==> src/rtl/muldiv_unit.sv <==
// muldiv_unit: iterative RV32M multiply/divide unit driving a register-file write port.
// Optional MULDIV_FAST_MUL_EN: single-cycle multiply; divide stays iterative.
module muldiv_unit #(
  parameter int XLEN   = 32,
  parameter int ADDR_W = 5
) (
  input  logic              clk,
  input  logic              rstn,
  input  logic              start,
  input  logic [2:0]        funct3,
  input  logic [XLEN-1:0]   rs1_data,
  input  logic [XLEN-1:0]   rs2_data,
  input  logic [ADDR_W-1:0] rd_addr,
  input  logic              kill,
  output logic              busy,
  output logic              done,
  output logic              write,
  output logic [ADDR_W-1:0] w_addr,
  output logic [XLEN-1:0]   w_data
);

  localparam int CW = $clog2(XLEN);
  localparam int PW = 2 * XLEN;
  localparam logic [XLEN-1:0] MIN_NEG = {1'b1, {(XLEN-1){1'b0}}};

  typedef enum logic [1:0] {
    IDLE,
    CALC,
    DONE
  } state_e;

  state_e            state_q, state_d;
  logic [2:0]        op_q, op_d;
  logic [ADDR_W-1:0] rd_q, rd_d;
  logic [XLEN-1:0]   a_q, a_d;
  logic [XLEN-1:0]   b_q, b_d;
  logic [PW-1:0]     acc_q, acc_d;
  logic [CW-1:0]     cnt_q, cnt_d;
  logic              neg_q, neg_d;
  logic              fin_q, fin_d;
  logic              raw_q, raw_d;
  logic              done_q, done_d;
  logic              write_q, write_d;
  logic [ADDR_W-1:0] w_addr_q, w_addr_d;
  logic [XLEN-1:0]   w_data_q, w_data_d;

  logic            is_div, sgn_a, sgn_b;
  logic            div0, ovf, last;
  logic [XLEN-1:0] a_mag, b_mag, spec_res;
  logic [XLEN:0]   msum, dsh, ddiff;
  logic [PW-1:0]   mstep, dstep, acc_nx;
  logic [XLEN-1:0] res;

  function automatic logic [XLEN-1:0] res_of(
    input logic [PW-1:0] acc,
    input logic [2:0]    op,
    input logic          neg,
    input logic          raw
  );
    logic [PW-1:0]   p;
    logic [XLEN-1:0] q;
    logic [XLEN-1:0] r;
    logic [XLEN-1:0] o;
    p = neg ? -acc : acc;
    q = acc[XLEN-1:0];
    r = acc[PW-1:XLEN];
    o = q;
    unique case (1'b1)
      raw:                                   o = q;
      !raw && !op[2] && (op[1:0] == 2'b00):  o = p[XLEN-1:0];
      !raw && !op[2] && (op[1:0] != 2'b00):  o = p[PW-1:XLEN];
      !raw && op[2] && op[1]:                o = neg ? -r : r;
      !raw && op[2] && !op[1]:               o = neg ? -q : q;
    endcase
    return o;
  endfunction

  // Operand decode at accept: magnitudes plus sign of the final result.
  always_comb begin
    is_div = funct3[2];
    sgn_a  = rs1_data[XLEN-1] &
             (is_div ? ~funct3[0] : (funct3[1] ^ funct3[0]));
    sgn_b  = rs2_data[XLEN-1] &
             (is_div ? ~funct3[0] : (funct3[1:0] == 2'b01));
    a_mag  = sgn_a ? -rs1_data : rs1_data;
    b_mag  = sgn_b ? -rs2_data : rs2_data;
    div0   = is_div & (rs2_data == '0);
    ovf    = is_div & ~funct3[0] &
             (rs1_data == MIN_NEG) & (rs2_data == '1);
    if (div0) begin
      spec_res = funct3[1] ? rs1_data : '1;
    end else begin
      spec_res = funct3[1] ? '0 : rs1_data;
    end
  end

  // One iteration: shift-add multiply or restoring divide.
  always_comb begin
    msum  = {1'b0, acc_q[PW-1:XLEN]} +
            (acc_q[0] ? {1'b0, a_q} : '0);
    mstep = {msum, acc_q[XLEN-1:1]};
    dsh   = acc_q[PW-1:XLEN-1];
    ddiff = dsh - {1'b0, b_q};
    if (ddiff[XLEN]) begin
      dstep = {dsh[XLEN-1:0], acc_q[XLEN-2:0], 1'b0};
    end else begin
      dstep = {ddiff[XLEN-1:0], acc_q[XLEN-2:0], 1'b1};
    end
    acc_nx = fin_q ? acc_q : (op_q[2] ? dstep : mstep);
    last   = fin_q | (cnt_q == CW'(XLEN - 1));
    res    = res_of(acc_nx, op_q, neg_q, raw_q);
  end

  always_comb begin
    state_d  = state_q;
    op_d     = op_q;
    rd_d     = rd_q;
    a_d      = a_q;
    b_d      = b_q;
    acc_d    = acc_q;
    cnt_d    = cnt_q;
    neg_d    = neg_q;
    fin_d    = fin_q;
    raw_d    = raw_q;
    done_d   = 1'b0;
    write_d  = 1'b0;
    w_addr_d = w_addr_q;
    w_data_d = w_data_q;
    unique case (state_q)
      IDLE: begin
        if (start && !kill) begin
          state_d = CALC;
          op_d    = funct3;
          rd_d    = rd_addr;
          a_d     = a_mag;
          b_d     = b_mag;
          cnt_d   = '0;
          neg_d   = sgn_a ^ (sgn_b & ~(is_div & funct3[1]));
          fin_d   = 1'b0;
          raw_d   = 1'b0;
          acc_d   = {{XLEN{1'b0}}, is_div ? a_mag : b_mag};
          if (div0 || ovf) begin
            fin_d = 1'b1;
            raw_d = 1'b1;
            acc_d = {{XLEN{1'b0}}, spec_res};
          end
`ifdef MULDIV_FAST_MUL_EN
          if (!is_div) begin
            fin_d = 1'b1;
            acc_d = {{XLEN{1'b0}}, a_mag} *
                    {{XLEN{1'b0}}, b_mag};
          end
`endif
        end
      end
      CALC: begin
        if (kill) begin
          state_d = IDLE;
          cnt_d   = '0;
        end else begin
          acc_d = acc_nx;
          cnt_d = cnt_q + CW'(1);
          if (last) begin
            state_d  = DONE;
            cnt_d    = '0;
            done_d   = 1'b1;
            write_d  = |rd_q;
            w_addr_d = rd_q;
            w_data_d = res;
          end
        end
      end
      DONE: state_d = IDLE;
      default: state_d = IDLE;
    endcase
  end

  always_ff @(posedge clk or negedge rstn) begin
    if (!rstn) begin
      state_q  <= IDLE;
      op_q     <= '0;
      rd_q     <= '0;
      a_q      <= '0;
      b_q      <= '0;
      acc_q    <= '0;
      cnt_q    <= '0;
      neg_q    <= 1'b0;
      fin_q    <= 1'b0;
      raw_q    <= 1'b0;
      done_q   <= 1'b0;
      write_q  <= 1'b0;
      w_addr_q <= '0;
      w_data_q <= '0;
    end else begin
      state_q  <= state_d;
      op_q     <= op_d;
      rd_q     <= rd_d;
      a_q      <= a_d;
      b_q      <= b_d;
      acc_q    <= acc_d;
      cnt_q    <= cnt_d;
      neg_q    <= neg_d;
      fin_q    <= fin_d;
      raw_q    <= raw_d;
      done_q   <= done_d;
      write_q  <= write_d;
      w_addr_q <= w_addr_d;
      w_data_q <= w_data_d;
    end
  end

  assign busy   = (state_q != IDLE);
  assign done   = done_q & ~kill;
  assign write  = write_q & ~kill;
  assign w_addr = w_addr_q;
  assign w_data = w_data_q;

endmodule
==> config.mk <==
export PLATFORM = sky130hd
export DESIGN_NAME = muldiv_unit
export DESIGN_NICKNAME = d
export VERILOG_FILES = /design/src/rtl/muldiv_unit.sv
export SDC_FILE = /design/constraint.sdc
export NUM_CORES = 1
export LEC_CHECK = 0
export ABC_AREA = 1
export CAP_MARGIN = 20
export CORE_AREA = 10 10 228 230
export CTS_BUF_LIST = sky130_fd_sc_hd__clkbuf_2
export DETAILED_ROUTE_END_ITERATION = 6
export DIE_AREA = 0 0 238 240
export PLACE_DENSITY = 0.62
export RECOVER_POWER = 25
export SLEW_MARGIN = 20
export SYNTH_ARGS = -nofsm -noshare
export SYNTH_HDL_FRONTEND = slang
export SYNTH_SLANG_ARGS = --single-unit
==> constraint.sdc <==
create_clock -name clk -period 4.9 [get_ports clk]
set_input_delay 0.735 -clock clk [delete_from_list [all_inputs] [get_ports clk]]
set_output_delay 0.735 -clock clk [all_outputs]
set_load 0.005 [all_outputs]
==> results of run 1 <==
[worst paths after layout]
kind                            start    endpoint  cells after the start
max in group asynchronous        rstn      b_q[3]                      3
hold reg to reg            w_data[22]  w_data[22]                      2
hold / removal             rd_addr[1]     rd_q[1]                      3
min in group asynchronous        rstn   acc_q[61]                      2
setup / recovery            acc_q[50]  w_data[10]                     28
setup reg to reg            acc_q[50]  w_data[10]                     28
[worst max-delay path, delay by kind of cell, from the launching register on]
family	cells	cell delay, ns
AO/OA/AOI/OAI	3	0.56
adder cells (fa/ha/maj)	2	0.58
buffers and inverters	3	0.39
flip-flops	1	0.58
AND/OR/NAND/NOR	20	2.42
[placed cells by master, fill, tap and decap left out, types with 15 or more instances in the layout]
master	netlist	final
xor2_1	79	79
nor2_1	299	295
xnor2_1	26	26
inv_1	463	462
o22ai_1	37	37
nand3b_1	15	15
nand3_1	244	244
nor2_2	13	16
a21oi_1	164	164
ha_1	72	72
clkbuf_2	0	18
buf_4	2	47
nand2_1	972	972
nor3_1	28	27
nand2_2	23	23
clkdlybuf4s50_1	0	114
o21ai_1	17	17
dfrtp_1	184	183
nand4_1	51	51
o21ai_0	243	243
nor4_1	16	16
[cell type report]
cell class / instances / area share (%)
inverters: 474 / 8.34
clock buffers: 17 / 0.398
diodes: 4 / 0.0468
multi-input cells: 2443 / 57.8
flip-flops and latches: 184 / 21.5
clock inverters: 15 / 1.13
repair buffers: 165 / 7.19
well taps: 615 / 3.60
[flip-flops by register name (all words and copies together), names as in the netlist]
name and cells:
a_q 32, acc_q 64, b_q 32, cnt_q 5, done_q 1, neg_q 1, op_q 3, raw_q 1
rd_q 5, state_q 2, w_addr 5, w_data 32, write_q 1
[per-stage QoR]
step | hold slack [ns] | std cells | util [%] | setup WS (ns) | power (mW)
detailed placement | 0.469 | 3878 | 44.4 | 0.458 | 12.9
finish | 0.116 | 3917 | 45.2 | 0.298 | 14.2
CTS | 0.00331 | 3912 | 45.2 | 0.413 | 14.0
global route | 0.0552 | 3915 | 45.2 | 0.0178 | 15.3
floorplan | 0.439 | 3211 | - | 1.13 | 9.13
global placement | 0.465 | 3878 | 44.4 | 0.503 | 12.9
[per-layer routing]
layer  global-route usage (%)  routed length [um]  vias to the layer above
met5                        0                  25                        -
met4                     17.4                5190                        4
met3                     6.35                7350                      184
met2                     47.3               38900                     1018
met1                     42.7               40700                    10500
li1                         -                   -                    10500
[where the power goes]
group | total (mW) | switching, mW | internal (mW)
combinational | 10.7 | 7.53 | 3.15
sequential | 2.50 | 0.512 | 1.99
clock | 1.02 | 0.787 | 0.229
[timing repair]
item                                    4_1_cts  5_1_grt
endpoints found under the hold margin        93        0
endpoints found under the setup margin        0        1
resized for setup                             0        1
setup buffers                                 0        1
hold buffers                                  2        0
[cells by family after synthesis]
kind of cell,after synthesis,synth area share (%)
compound gates,570,17.0
xor+xnor,105,4.79
fa+ha+maj,74,4.90
buf+inv,584,11.8
flops,184,24.0
simple gates,1694,37.6
[synth_stat cells (3+ instances only)]
cell type	number	area share, %
nand3_2	5	0.26
o21ai_4	3	0.25
o21bai_1	14	0.55
a21o_1	4	0.16
o2111ai_1	3	0.14
nor3_1	28	0.73
xnor2_1	26	1.2
nand3b_1	15	0.59
nand2_4	3	0.18
ha_1	72	4.7
nor2_1	299	5.8
dfrtp_1	184	24
inv_1	463	9.0
xor2_1	79	3.6
o221ai_2	4	0.31
o31ai_1	11	0.43
buf_1	6	0.12
nand4_1	51	1.7
nand2_2	23	0.75
nor4_1	16	0.52
nand2_1	972	19
o22ai_1	37	1.2
nand3_1	244	6.4
clkinv_1	3	0.059
buf_2	14	0.36
a21boi_0	3	0.12
a21oi_2	8	0.36
o21ai_1	17	0.44
o21a_1	5	0.20
nor2_2	13	0.42
a21oi_1	164	4.3
a31oi_1	14	0.46
o21ai_0	243	6.3
clkbuf_1	82	1.6
or2_2	7	0.23
a22oi_1	3	0.12
o221ai_1	7	0.32
a211oi_1	5	0.20
inv_2	6	0.12
nor2_4	7	0.41
buf_6	6	0.35
o211ai_1	11	0.43
==> impl_metrics.tcl, run 1 <==
set metrics [dict create \
    via_per_inst 5.66 \
    async_flop_share_pct 100 \
    synth-edff-count 0 \
    grt_usage_pct 31.9 \
    hold_class "in -> reg" \
    core_area_um2 47300 \
    violations "capacitance limit, slew limit" \
    tightest_slew_ns 2.69 \
    multi_input_area_um2 12400 \
    dieWidth_um 238 \
    final_nets 3435 \
    grt_overflow_total 0 \
    nFillCells 5179 \
    status "finished, violations left" \
    ys.flop_type "dfrtp_1" \
    clock_latency_ns 1.11 \
    seq_area_frac_synth_pct 24.0 \
    finalClockSkew_ns 0.0654 \
    ys_types 65 \
    placed_cell_area_um2 21000 \
    drive_gt1_share_pct 5.46 \
    fin_crit_sh_pct 93.9 \
    grt_max_degree 94 \
    crit_slowest_cell "dfrtp_1" \
    drtPass1Iterations 6 \
    io_buffers 115 \
    syn_inst 3211 \
    start_util_pct 40.6 \
    min_period_ns 4.60 \
    grt_pass1_wl_um 135000 \
    setup_viol 0 \
    worstSetupPathType "reg -> reg" \
    drv_slew 93 \
    worstPathRequired_ns 5.97 \
    ir_worst_vdd_uv 282 \
    slew_headroom_pct -79.1 \
    cts_made_buffers 17 \
    drc 0 \
    endpoint_kind "register" \
    synth.avg_cell_area_um2 5.98 \
    routed-via-count 22200 \
    cp-start-kind "register" \
    synth_nets 3361 \
    gp_congestion 1.06 \
    drtAntennaViolNets 0 \
    die_h_um 240 \
    totalWireLength_um 92200 \
    synth-seq-cells 184 \
    path_max_fanout 15 \
    ff_latch_area_um2 4610 \
    hold_viol 0 \
    cts_max_level 4 \
    drt_iter0_markers 2361 \
    area_delta_synth_final_pct 11.4 \
    grt_pass1_vias 21000 \
    row_count 80 \
    worst_path_most_repeated_cell "nand2_1" \
    syn_area_um2 19200 \
    fin_area_um2 21400 \
    clk_pin_slew_ns 0.39 \
    clock_path_buffers 2 \
    cp.arrival_ns 5.67 \
    antenna_found_initial 5 \
    powerDensity_nw_per_um2 663 \
    leakage_nw 11.2 \
    max-cap-violations 1 \
    final.setup.tns_ns 0 \
    cts_root_buf "clkbuf_2" \
    wl_per_cell_um 23.5 \
    ff2ff_setup_slack_ns 0.30 \
    rsz0062_at_grt "no" \
    hpwl_um 75200 \
    cts_tree "yes" \
    slowest_delay_ns 0.58 \
    yosysWarningCount 0 \
    ios 116 \
    clock.fmax_mhz 217 \
    die_area_um2 57100 \
    cts_sinks 184 \
]
(Power assumes the default switching activity.)
==> inputs of run 2 (changes only) <==
--- a/config.mk
+++ b/config.mk
@@ -11,7 +11,8 @@
 export CTS_BUF_LIST = sky130_fd_sc_hd__clkbuf_2
 export DETAILED_ROUTE_END_ITERATION = 6
 export DIE_AREA = 0 0 238 240
-export PLACE_DENSITY = 0.62
+export DONT_BUFFER_PORTS = 1
+export PLACE_DENSITY = 0.59
 export RECOVER_POWER = 25
 export SLEW_MARGIN = 20
 export SYNTH_ARGS = -nofsm -noshare
==> run 2 against run 1 <==
- the flow still finishes with violations (capacitance limit, slew limit)
- combinational power hardly changed
- clock power is 5% lower
- critical path type unchanged
- core utilization is 1.0 points lower
- count of clock-buffer cells in the layout stayed put
- clock skew is 0.024 ns higher
- setup slack worse by 0.0018 ns
- design area is 2.3% lower
==> impl_metrics.tcl, run 2 (synthesized netlist as in run 1, its figures left out) <==
set metrics [dict create \
    wl_per_cell_um 24.0 \
    clk_pin_slew_ns 0.38 \
    drive_gt1_share_pct 5.69 \
    cts_root_buf "clkbuf_2" \
    core_area_um2 47300 \
    violations "capacitance limit, slew limit" \
    area_delta_synth_final_pct 8.82 \
    fin_crit_sh_pct 94.0 \
    leakage_nw 11.0 \
    hold_class "in -> reg" \
    slew_headroom_pct -94.7 \
    routed-via-count 22400 \
    layout_common_cells "nand2_1, inv_1, nor2_1" \
    placed_cell_area_um2 19900 \
    grtUsageMet2_pct 48.8 \
    finalClockSkew_ns 0.0895 \
    clock.fmax_mhz 217 \
    fin_area_um2 20900 \
    grt_pass1_vias 21000 \
    drc 0 \
    hold_depth 4 \
    largest_reg_flops 64 \
    final_nets 3389 \
    gp_congestion 1.02 \
    via_per_inst 5.77 \
    io_buffers 0 \
    pre_cts_ws_ns 0.450 \
    r2r-end "w_data[17]" \
    cts_tree "yes" \
    totalWireLength_um 92800 \
    worstPathRequired_ns 5.92 \
    nFillCells 5273 \
    total_power_mw 14.0 \
    r2r_start "acc_q[0]" \
    dieWidth_um 238 \
    row_count 80 \
    max-cap-violations 1 \
    drtAntennaViolNets 0 \
    regMostFlops "acc_q" \
    die_h_um 240 \
    grt_overflow_total 0 \
    ios 116 \
    clock_path_buffers 2 \
    start_util_pct 40.6 \
    min_period_ns 4.60 \
    final_common_cell "nand2_1" \
    antenna_found_initial 2 \
    cts_sinks 184 \
    ff2ff_setup_slack_ns 0.30 \
    die_area_um2 57100 \
    whs_endpoint "acc_q[18]" \
    worstSetupPathType "reg -> reg" \
    drt_iter0_markers 2658 \
    endpoint_kind "register" \
    cts_made_buffers 17 \
    powerDensity_nw_per_um2 670 \
    rsz0062_at_grt "no" \
    grt_usage_pct 32.0 \
    final.setup.tns_ns 0 \
    cp-start-kind "register" \
    r2r_cells 22 \
    hold_viol 0 \
    grt_pass1_wl_um 137000 \
    setup_viol 0 \
    tightest_slew_ns 2.92 \
    clock_latency_ns 1.11 \
    drtPass1Iterations 7 \
    cts_max_level 4 \
    path_max_fanout 31 \
    drv_slew 185 \
    busiest_layer "met2" \
    cts_setup_buffers 0 \
    grt_max_degree 185 \
    use_met3_pct 5.89 \
    cp.arrival_ns 5.63 \
    hpwl_um 73900 \
    hp-start "funct3[2]" \
    ir_worst_vdd_uv 301 \
    status "finished, violations left" \
    setup_ws_ns 0.296 \
    grt_use_met1_pct 43.1 \
]
==> run 2: final cells by class <==
cell class | instances | area (um2) | share of cell area [%]
clock buffers | 17 | 85.1 | 0.407
repair buffers | 119 | 1080 | 5.18
clock inverters | 15 | 204 | 0.975
well taps | 615 | 769 | 3.68
flip-flops and latches | 184 | 4610 | 22.0
inverters | 474 | 1780 | 8.53
multi-input cells | 2443 | 12400 | 59.1
diodes | 5 | 12.5 | 0.0598
==> run 2: critical path, stage by stage (launching register included) <==
cell      delay (ns)
dfrtp_1         0.51
buf_4           0.32
nand2_1         0.09
inv_1           0.13
ha_1            0.31
a21oi_1         0.45
o21ai_0         0.19
inv_1           0.11
nand3_1         0.25
nand2_1         0.17
nand3b_1        0.09
nand3_1         0.14
nand2_1         0.07
inv_1           0.12
nand2_1         0.20
nor2_1          0.27
nand2_1         0.16
o21ai_1         0.29
nand3_1         0.12
nand3_1         0.10
nand3_1         0.24
nand2_1         0.14
nand2_1         0.07
==> run 2: timing repair <==
item | in CTS | in global routing
hold buffers | 67 | 0
endpoints found under the hold margin | 267 | 0
resized for setup | 0 | 1
endpoints found under the setup margin | 0 | 1
==> run 2: metal layers <==
metal / wire length [um] / vias up
li1: - / 10400
met1: 40500 / 10600
met2: 39800 / 1130
met3: 8060 / 171
met4: 4490 / 2
met5: 11 / -
==> run 2: worst max-delay path by stage <==
stage | end | slack (ns) | depth (start not counted) | from
3_5_place_dp | w_data[22] | 0.45 | 32 | acc_q[31]
2_1_floorplan | w_data[22] | 1.13 | 32 | acc_q[31]
3_3_place_gp | w_data[31] | 0.49 | 27 | acc_q[0]
6_report | w_data[17] | 0.30 | 22 | acc_q[0]
4_1_cts | w_data[22] | 0.42 | 32 | acc_q[31]
5_1_grt | w_data[31] | 0.01 | 29 | acc_q[0]
==> run 2: power breakdown <==
group	internal [mW]	switching, mW	leakage, nW
clock network	0.233	0.734	0.167
logic	3.05	7.45	8.49
registers	1.99	0.565	2.35
==> run 2: per-stage QoR <==
stage | std cells | hold slack [ns] | utilization, %
5_1_grt | 3868 | 0.0344 | 44.1
4_1_cts | 3867 | 0.00117 | 44.2
2_1_floorplan | 3211 | 0.439 | -
6_report | 3872 | 0.0486 | 44.2
3_5_place_dp | 3768 | 0.447 | 42.1
3_3_place_gp | 3768 | 0.447 | 42.1
